### src/rtl/usb_tx_line.sv
// USB full-speed transmit line stage: bit stuffing, NRZI encoding onto dp/dm,
// EOP generation (SE0 then J) and return to idle, with upstream back-pressure.
module usb_tx_line #(
    parameter int unsigned STUFF_LEN    = 6,
    parameter int unsigned EOP_SE0_BITS = 2
) (
    input  logic clk,
    input  logic rst_L,
    input  logic start,
    input  logic stream_bit,
    input  logic stream_valid,
    input  logic stream_last,
    output logic halt_stream,
    output logic dp,
    output logic dm,
    output logic oe,
    output logic line_done,
    output logic underrun
);

    localparam int unsigned ONES_W = $clog2(STUFF_LEN + 1);
    localparam int unsigned SE0_W  = (EOP_SE0_BITS > 1) ? $clog2(EOP_SE0_BITS) : 1;
    localparam logic [ONES_W-1:0] ONES_LAST = ONES_W'(STUFF_LEN - 1);
    localparam logic [SE0_W-1:0]  SE0_LAST  = SE0_W'(EOP_SE0_BITS - 1);

    typedef enum logic [2:0] {
        S_IDLE,
        S_ACTIVE,
        S_STUFF,
        S_EOP_SE0,
        S_EOP_J
    } state_e;

    state_e              state_q, state_d;
    logic [ONES_W-1:0]   ones_q, ones_d;
    logic [SE0_W-1:0]    se0_q, se0_d;
    logic                last_q, last_d;
    logic                dp_q, dp_d;
    logic                dm_q, dm_d;
    logic                oe_q, oe_d;
    logic                halt_q, halt_d;
    logic                done_q, done_d;
    logic                underrun_q, underrun_d;

    always_ff @(posedge clk or negedge rst_L) begin
        if (!rst_L) begin
            state_q    <= S_IDLE;
            ones_q     <= '0;
            se0_q      <= '0;
            last_q     <= 1'b0;
            dp_q       <= 1'b1;
            dm_q       <= 1'b0;
            oe_q       <= 1'b0;
            halt_q     <= 1'b0;
            done_q     <= 1'b0;
            underrun_q <= 1'b0;
        end else begin
            state_q    <= state_d;
            ones_q     <= ones_d;
            se0_q      <= se0_d;
            last_q     <= last_d;
            dp_q       <= dp_d;
            dm_q       <= dm_d;
            oe_q       <= oe_d;
            halt_q     <= halt_d;
            done_q     <= done_d;
            underrun_q <= underrun_d;
        end
    end

    // Line outputs show the symbol decided on the previous edge (one cycle of latency).
    always_comb begin
        state_d    = state_q;
        ones_d     = ones_q;
        se0_d      = se0_q;
        last_d     = last_q;
        dp_d       = dp_q;
        dm_d       = dm_q;
        oe_d       = oe_q;
        halt_d     = 1'b0;
        done_d     = 1'b0;
        underrun_d = underrun_q;

        case (state_q)
            S_IDLE: begin
                dp_d   = 1'b1;
                dm_d   = 1'b0;
                oe_d   = 1'b0;
                // oe is still high only on the first idle cycle after the EOP J
                done_d = oe_q;
                if (start) begin
                    state_d    = S_ACTIVE;
                    underrun_d = 1'b0;
                    ones_d     = '0;
                end
            end
            S_ACTIVE: begin
                if (stream_valid && !halt_q) begin
                    oe_d = 1'b1;
                    if (!stream_bit) begin
                        dp_d   = ~dp_q;
                        dm_d   = dp_q;
                        ones_d = '0;
                    end else begin
                        ones_d = ones_q + ONES_W'(1);
                    end
                    if (stream_bit && (ones_q == ONES_LAST)) begin
                        halt_d  = 1'b1;
                        ones_d  = '0;
                        last_d  = stream_last;
                        state_d = S_STUFF;
                    end else if (stream_last) begin
                        se0_d   = '0;
                        state_d = S_EOP_SE0;
                    end
                end else if (!stream_valid) begin
                    underrun_d = 1'b1;
                end
            end
            S_STUFF: begin
                dp_d    = ~dp_q;
                dm_d    = dp_q;
                se0_d   = '0;
                state_d = last_q ? S_EOP_SE0 : S_ACTIVE;
            end
            S_EOP_SE0: begin
                dp_d = 1'b0;
                dm_d = 1'b0;
                oe_d = 1'b1;
                if (se0_q == SE0_LAST) begin
                    state_d = S_EOP_J;
                end else begin
                    se0_d = se0_q + SE0_W'(1);
                end
            end
            S_EOP_J: begin
                dp_d    = 1'b1;
                dm_d    = 1'b0;
                oe_d    = 1'b1;
                state_d = S_IDLE;
            end
            default: begin
                state_d = S_IDLE;
            end
        endcase
    end

    assign halt_stream = halt_q;
    assign dp          = dp_q;
    assign dm          = dm_q;
    assign oe          = oe_q;
    assign line_done   = done_q;
    assign underrun    = underrun_q;

endmodule

### config.mk
export PLATFORM = sky130hd
export DESIGN_NAME = usb_tx_line
export DESIGN_NICKNAME = d
export VERILOG_FILES = /design/src/rtl/usb_tx_line.sv
export SDC_FILE = /design/constraint.sdc
export NUM_CORES = 1
export LEC_CHECK = 0
export ABC_AREA = 1
export BUFFER_PORTS_ARGS = -buffer_cell sky130_fd_sc_hd__buf_2
export CAP_MARGIN = 0
export CORE_MARGIN = 4
export CORE_UTILIZATION = 48
export DETAILED_ROUTE_END_ITERATION = 6
export HOLD_SLACK_MARGIN = 0.12
export PLACE_DENSITY = 0.83
export SLEW_MARGIN = 10
export SYNTH_ARGS = -nofsm -noshare
export SYNTH_HDL_FRONTEND = slang
export SYNTH_SLANG_ARGS = --single-unit
### constraint.sdc
create_clock -name clk -period 1.1 [get_ports clk]
set_input_delay 0.33 -clock clk [delete_from_list [all_inputs] [get_ports clk]]
set_output_delay 0.33 -clock clk [all_outputs]
set_load 0.02 [all_outputs]
# == Yosys cells after proc, flatten, opt, wreduce, memory -nomap -nowiden ==
# Cells that the tools add are included.
# totals
reg_bits,14
latchBits,0
ramBits,0
romBits,0
in_bits,6
out_inout_bits,6
word_cells,80
n_memories,0
# classes
add_sub_neg,2
n_mul,0
div,0
magnitude_cmp,0
n_eq_ne,14
n_shift,0
muxes,33
bitwise_logic,1
reduce_logical,20
# ops
op,n
$mux W3,9
$mux W1,16
$ne A2 B2 Y1 const B,8
$pmux W3 S4,1
$reduce_and A3 Y1,4
$reduce_and A4 Y1,3
$pmux W1 S3,3
$reduce_bool A3 Y1,3
$eq A3 B2 Y1 const B,2
$eq A3 B3 Y1 const B,2
$pmux W3 S2,1
$pmux W1 S4,1
$reduce_bool A4 Y1,1
$reduce_or A2 Y1,2
$add A3 B1 Y3 const B,1
$eq A3 B1 Y1 const B,1
$logic_not A3 Y1,1
$ne A3 B3 Y1 const B,1
$reduce_or A3 Y1,1
$logic_and A1 B1 Y1,2
$mux W2,1
$pmux W1 S2,1
$reduce_and A2 Y1,1
$reduce_bool A2 Y1,1
3 further kinds,3

# == Longest topological paths before layout ==
# depth
ltp_word,5
depth_mapped,8
mapped_depth_nobuf,8

# == Worst setup path before layout ==
# OpenSTA, ideal clock, no wires.
# synth_timing
kind,flip-flop to flip-flop
startpoint,"register halt_q, in the netlist halt_stream"
endpoint,register ones_q[0]
setup_ps,118
t_arrival_ps,1012
t_required_ps,982
path_slack_ps,-30
path_stages_with_launch,9
n_path_buf,0
period_less_slack_ps,1130
cell_sequence,dfrtp_1 inv_1 nand2_1 inv_1 nor2_2 nor2_2 inv_1 nand2_1 nand2_1
# synth_via
elab_chain_len,4
# synth_lines
element,line,text
"start, declared",41,"logic halt_q, halt_d;"
"start signal, assigned",65,halt_q <= halt_d;
$logic_not A1 Y1,98,if (stream_valid && !halt_q) begin
$logic_and A1 B1 Y1,98,
$ne A2 B2 Y1 (no source line),n/a,
$reduce_and A3 Y1 (no source line),n/a,
"end signal, assigned",59,ones_q <= ones_d;
"end, declared",35,"logic [ONES_W-1:0] ones_q, ones_d;"
# No other way between the ends.
# A chain may end at the register's enable or synchronous reset.

# == Worst setup path after layout ==
# layout_timing
startpoint,register state_q[1]
endpoint,register state_q[2]
# layout_via
elab_chain_len,3
word_cells_on_any_way,10
classes_between,7 x eq/ne; 1 x mux; 2 x reduce/logical
# layout_lines
element,line,text
"start, declared",34,"state_e state_q, state_d;"
"start signal, assigned",58,state_q <= state_d;
"$eq A3 B1 Y1, or another cell as far along",84,case (state_q)
$ne A3 B3 Y1 (no source line) or $ne A2 B2 Y1 (tied branches),n/a,
$reduce_and A4 Y1 (no source line),n/a,
# Several ways; a longest one is shown, not always the timed one.

==> qor.log <==
INFO  timing         rsz0062_at_grt=yes
INFO  cells_and_area fillerInstances=83
INFO  yosys          synth_top_cell_by_area=sky130_fd_sc_hd__dfrtp_1
INFO  cells_and_area drive_above_1_share=0.515
INFO  yosys          seq_area_frac_synth=0.452
INFO  cells_and_area nets_finish=145
INFO  routing        via_count=812
INFO  yosys          synthesis.instances=103
INFO  placed_design  cell_count_after_placement=140
INFO  worst_setup_path regToRegStartpoint=state_q[1]$_DFFE_PN0P_
INFO  worst_setup_path path_max_fanout=5
INFO  pwr            powerDensity=2940nW/µm²
INFO  timing         timing.clock.skew=0.00381ns
INFO  pwr            cell_leakage_power=0.654nW
INFO  die            num_rows=14
INFO  worst_setup_path cp_common_cell=sky130_fd_sc_hd__nand2_1
INFO  clock_tree     clock_latency=0.28ns
INFO  cells_and_area final_cell_mix=sky130_fd_sc_hd__nand2_1 (23), sky130_fd_sc_hd__inv_1 (12), sky130_fd_sc_hd__buf_4 (12)
INFO  pwr            power.sequential.fraction=0.246
INFO  yosys          combinational_family_with_the_most_area_after_synthesis=simple AND/OR/NAND/NOR gates
INFO  timing         finalCriticalPeriod=1.28ns
INFO  pwr            internal_power=0.00197W
INFO  yosys          synth-adder-area-share=0.0322
INFO  placed_design  post_dp_cell_area=933µm²
INFO  routing        drt_first_pass_iters=5
INFO  cells_and_area layout.core_utilization=0.819
INFO  pwr            p_comb_frac=0.653
INFO  cells_and_area post-route-cell-area=1250µm²
INFO  global_route   track_usage=0.202
INFO  pwr            power.switching=0.00170W
INFO  die            die_w=48.2µm
INFO  routing        initialDrtViolationCount=24
INFO  timing         setup_viol=17
INFO  placed_design  finalWeightedCongestion=0.873
INFO  yosys          syn-cell-area=777µm²
INFO  cells_and_area number_of_antenna_cells_inserted=0
INFO  worst_setup_path worstSetupPathDepth=7
INFO  yosys          synthXorXnorAreaFrac=0.0113
INFO  placed_design  port-buffer-count=11
INFO  worst_setup_path path_cells=nand2_1 > nor2_4 > nand2_1 > nand2_1 > nor2_2 > nand2_1 > nor2_1
INFO  global_route   first_global_vias=757
INFO  yosys          syn_nets=111
INFO  clock_tree     tritoncts=yes
INFO  global_route   grt_remaining_overflow=0
INFO  worst_setup_path cp_slowest_stage_delay=0.48ns
INFO  worst_setup_path timing_worst_setup_path_type=flop to flop
INFO  clock_tree     ctsRootBufferMaster=sky130_fd_sc_hd__clkbuf_4
INFO  pwr            vdd_drop_max=1.73mV
INFO  clock_tree     ctsLongestPathBuffers=2
INFO  run            max_cap_check_violation_count=0
INFO  worst_setup_path worst_r2r_path_depth=7
INFO  hold_path      worst_hold_path_type=primary input to flop
INFO  routing        detail_route.vias_per_cell=5.34
INFO  die            die_area=2330µm²
INFO  yosys          postSynthRegisterBits=14
INFO  clock_tree     clock_sinks=14
INFO  clock_tree     cts.htree.levels=1
INFO  global_route   grt_pass1_wl=3.21mm
INFO  yosys          syn_area_per_cell=7.54µm²
INFO  die            core_region_area=1520µm²
INFO  timing         worst_pin_slew=0.327ns
INFO  worst_setup_path critical_path.endpoint_type=flop
INFO  worst_setup_path cp-start-kind=flop
INFO  die            ioPinCount=12
INFO  worst_setup_path critPathSlowestCell=sky130_fd_sc_hd__dfrtp_2
INFO  yosys          yosysWarningCount=0
INFO  status         violations_in_the_final_reports=negative setup slack
INFO  worst_setup_path worst-r2r-setup-slack=-0.18ns
INFO  hold_path      min-delay-start=stream_last
INFO  yosys          synthTopCellsByArea=sky130_fd_sc_hd__dfrtp_1 (42%), sky130_fd_sc_hd__nand2_1 (15%), sky130_fd_sc_hd__inv_1 (7.7%)
INFO  global_route   grt_start_max_net_pins=15
INFO  routing        detail-route-antenna-nets=0
INFO  timing         maxSlewHeadroom=0.782
INFO  timing         max_freq=781MHz
INFO  clock_tree     cts-buffers-inserted=3
INFO  cells_and_area synthToLayoutAreaGrowth=60.5%
INFO  hold_path      min_to=last_q$_DFFE_PN0P_
INFO  pwr            net_sw_frac=0.463
INFO  die            initial_core_utilization=0.510
INFO  worst_setup_path critical_path_arrival=1.49ns
INFO  placed_design  place.detailed.hpwl=1.27mm
INFO  yosys          fraction_of_the_mapped_netlist_area_in_simple_logic_gates=0.361
INFO  pwr            clock_power_share=0.101
INFO  clock_tree     post_cts_clock_slew_at_the_launch_and_capture_registers_of_the_worst_setup_and_hold_paths=0.08ns
INFO  yosys          post_synth_mux_area_share=0
INFO  routing        totalWireLength=2.25mm
INFO  worst_setup_path endpoint_required_time_on_the_critical_path=1.31ns
INFO  cells_and_area most_frequent_standard_cell_in_the_layout_excluding_fill_and_tap_cells=sky130_fd_sc_hd__nand2_1
INFO  yosys          synth.top_cell.area_share=0.419
INFO  routing        wl_per_cell=14.8µm
INFO  hold_path      hold_depth=3
INFO  routing        post-route-drc-count=0
INFO  timing         timing_hold_violations_final=0
INFO  yosys          count_of_different_cell_masters_after_synthesis=17
INFO  timing         timing.final.crit_share=1.16
INFO  status         status=finished, violations left
INFO  yosys          synth_compound_area_frac=0.0612
INFO  timing         timing_max_transition_violations_final=0
INFO  global_route   number_of_antenna_violations_at_the_first_check_in_global_routing=0
INFO  worst_setup_path crit-reg2reg-capture=state_q[2]$_DFFE_PN0P_
INFO  worst_setup_path critical_path.top_delay_family=simple AND/OR/NAND/NOR gates
INFO  worst_setup_path timing.critical_path.buf_inv=0
INFO  timing         postLayoutSetupSlackWorst=-0.180ns
INFO  cells_and_area final-instance-count-excl-fill=152
INFO  die            vertical_extent_of_the_die=48.2µm
## power by group through the flow
stage	registers (W)	logic [W]	clock network (W)
detailed placement	0.000850	0.00149	0
finish	0.000904	0.00240	0.000369
floorplan	0.000942	0.000879	0
global route	0.000928	0.00258	0.000404
CTS	0.000894	0.00200	0.000388
global placement	0.000843	0.00144	0
## sequential cells by signal, summed over array words and instances (netlist names)
signal and flops:
halt_stream 1, line_done 1, ones_q 3, underrun 1, dp 1, oe 1
se0_q 1, last_q 1, dm 1, state_q 3
## through the flow
step	power [W]	setup slack [ns]	TNS (ns)	hold slack, ns
finish	0.00367	-0.180	-1.69	0.345
global route	0.00391	-0.259	-2.78	0.346
CTS	0.00328	-0.180	-1.11	0.319
detailed placement	0.00234	-0.125	-1.02	0.244
global placement	0.00228	-0.0995	-0.612	0.248
floorplan	0.00182	-0.00224	-0.00224	0.0344
## tightest hold or removal path, stage by stage
cell,delay (ns)
sky130_fd_sc_hd__buf_2,0.08
sky130_fd_sc_hd__inv_1,0.06
sky130_fd_sc_hd__o21ai_1,0.12
## layer usage
| metal | routed length, µm | vias to the layer above | global-route usage |
|---|---|---|---|
| li1 | - | 388 | - |
| met1 | 826 | 379 | 0.214 |
| met2 | 1250 | 36 | 0.354 |
| met3 | 111 | 9 | 0.0369 |
| met4 | 61 | 0 | 0.145 |
| met5 | 0 | - | 0 |
## how the worst max path moves through the flow
stage,from,to,slack [ns]
final,state_q[1]$_DFFE_PN0P_,state_q[2]$_DFFE_PN0P_,-0.18
after global routing,ones_q[1]$_DFFE_PN0P_,state_q[2]$_DFFE_PN0P_,-0.26
after CTS,dp$_DFFE_PN1P_,dp,-0.18
after detailed placement,state_q[1]$_DFFE_PN0P_,ones_q[0]$_DFFE_PN0P_,-0.13
after global placement,state_q[2]$_DFFE_PN0P_,ones_q[1]$_DFFE_PN0P_,-0.1
after floorplan,state_q[1]$_DFFE_PN0P_,dm$_DFFE_PN0P_,-0.002
## cells in the mapped netlist (all sizes together)
master,n
nand3b,2
nand3,10
xor2,1
o21a,1
nor2,16
nand2,32
a21oi,2
dfstp,1
inv,17
ha,2
o21ai,6
dfrtp,13
## kinds of logic (layout without fill, tap and decap cells)
kind of cell | after synthesis | after routing
AO/OA/AOI/OAI | 9 | 9
adder cells (fa/ha/maj) | 2 | 2
buffers and inverters | 17 | 50
flip-flops | 14 | 14
AND/OR/NAND/NOR | 60 | 60
XOR/XNOR | 1 | 1
## area by class of cell
cell class	count	area, µm²	share of cell area
Tap cell	16	20.0	0.0160
Sequential cell	14	357	0.286
Multi-Input combinational cell	72	514	0.412
Clock buffer	4	36.3	0.0291
Inverter	17	71.3	0.0572
Timing Repair Buffer	29	249	0.200
## repair_timing
| action | 4_1_cts | 5_1_grt |
|---|---|---|
| resized for setup | 42 | 21 |
| setup buffers | 5 | 2 |
| setup endpoints to repair | 19 | 19 |
| hold buffers | 1 | 0 |
| pin swaps | 11 | 13 |
| endpoints found under the hold margin | 13 | 0 |
Power figures use the tool's default switching activity.
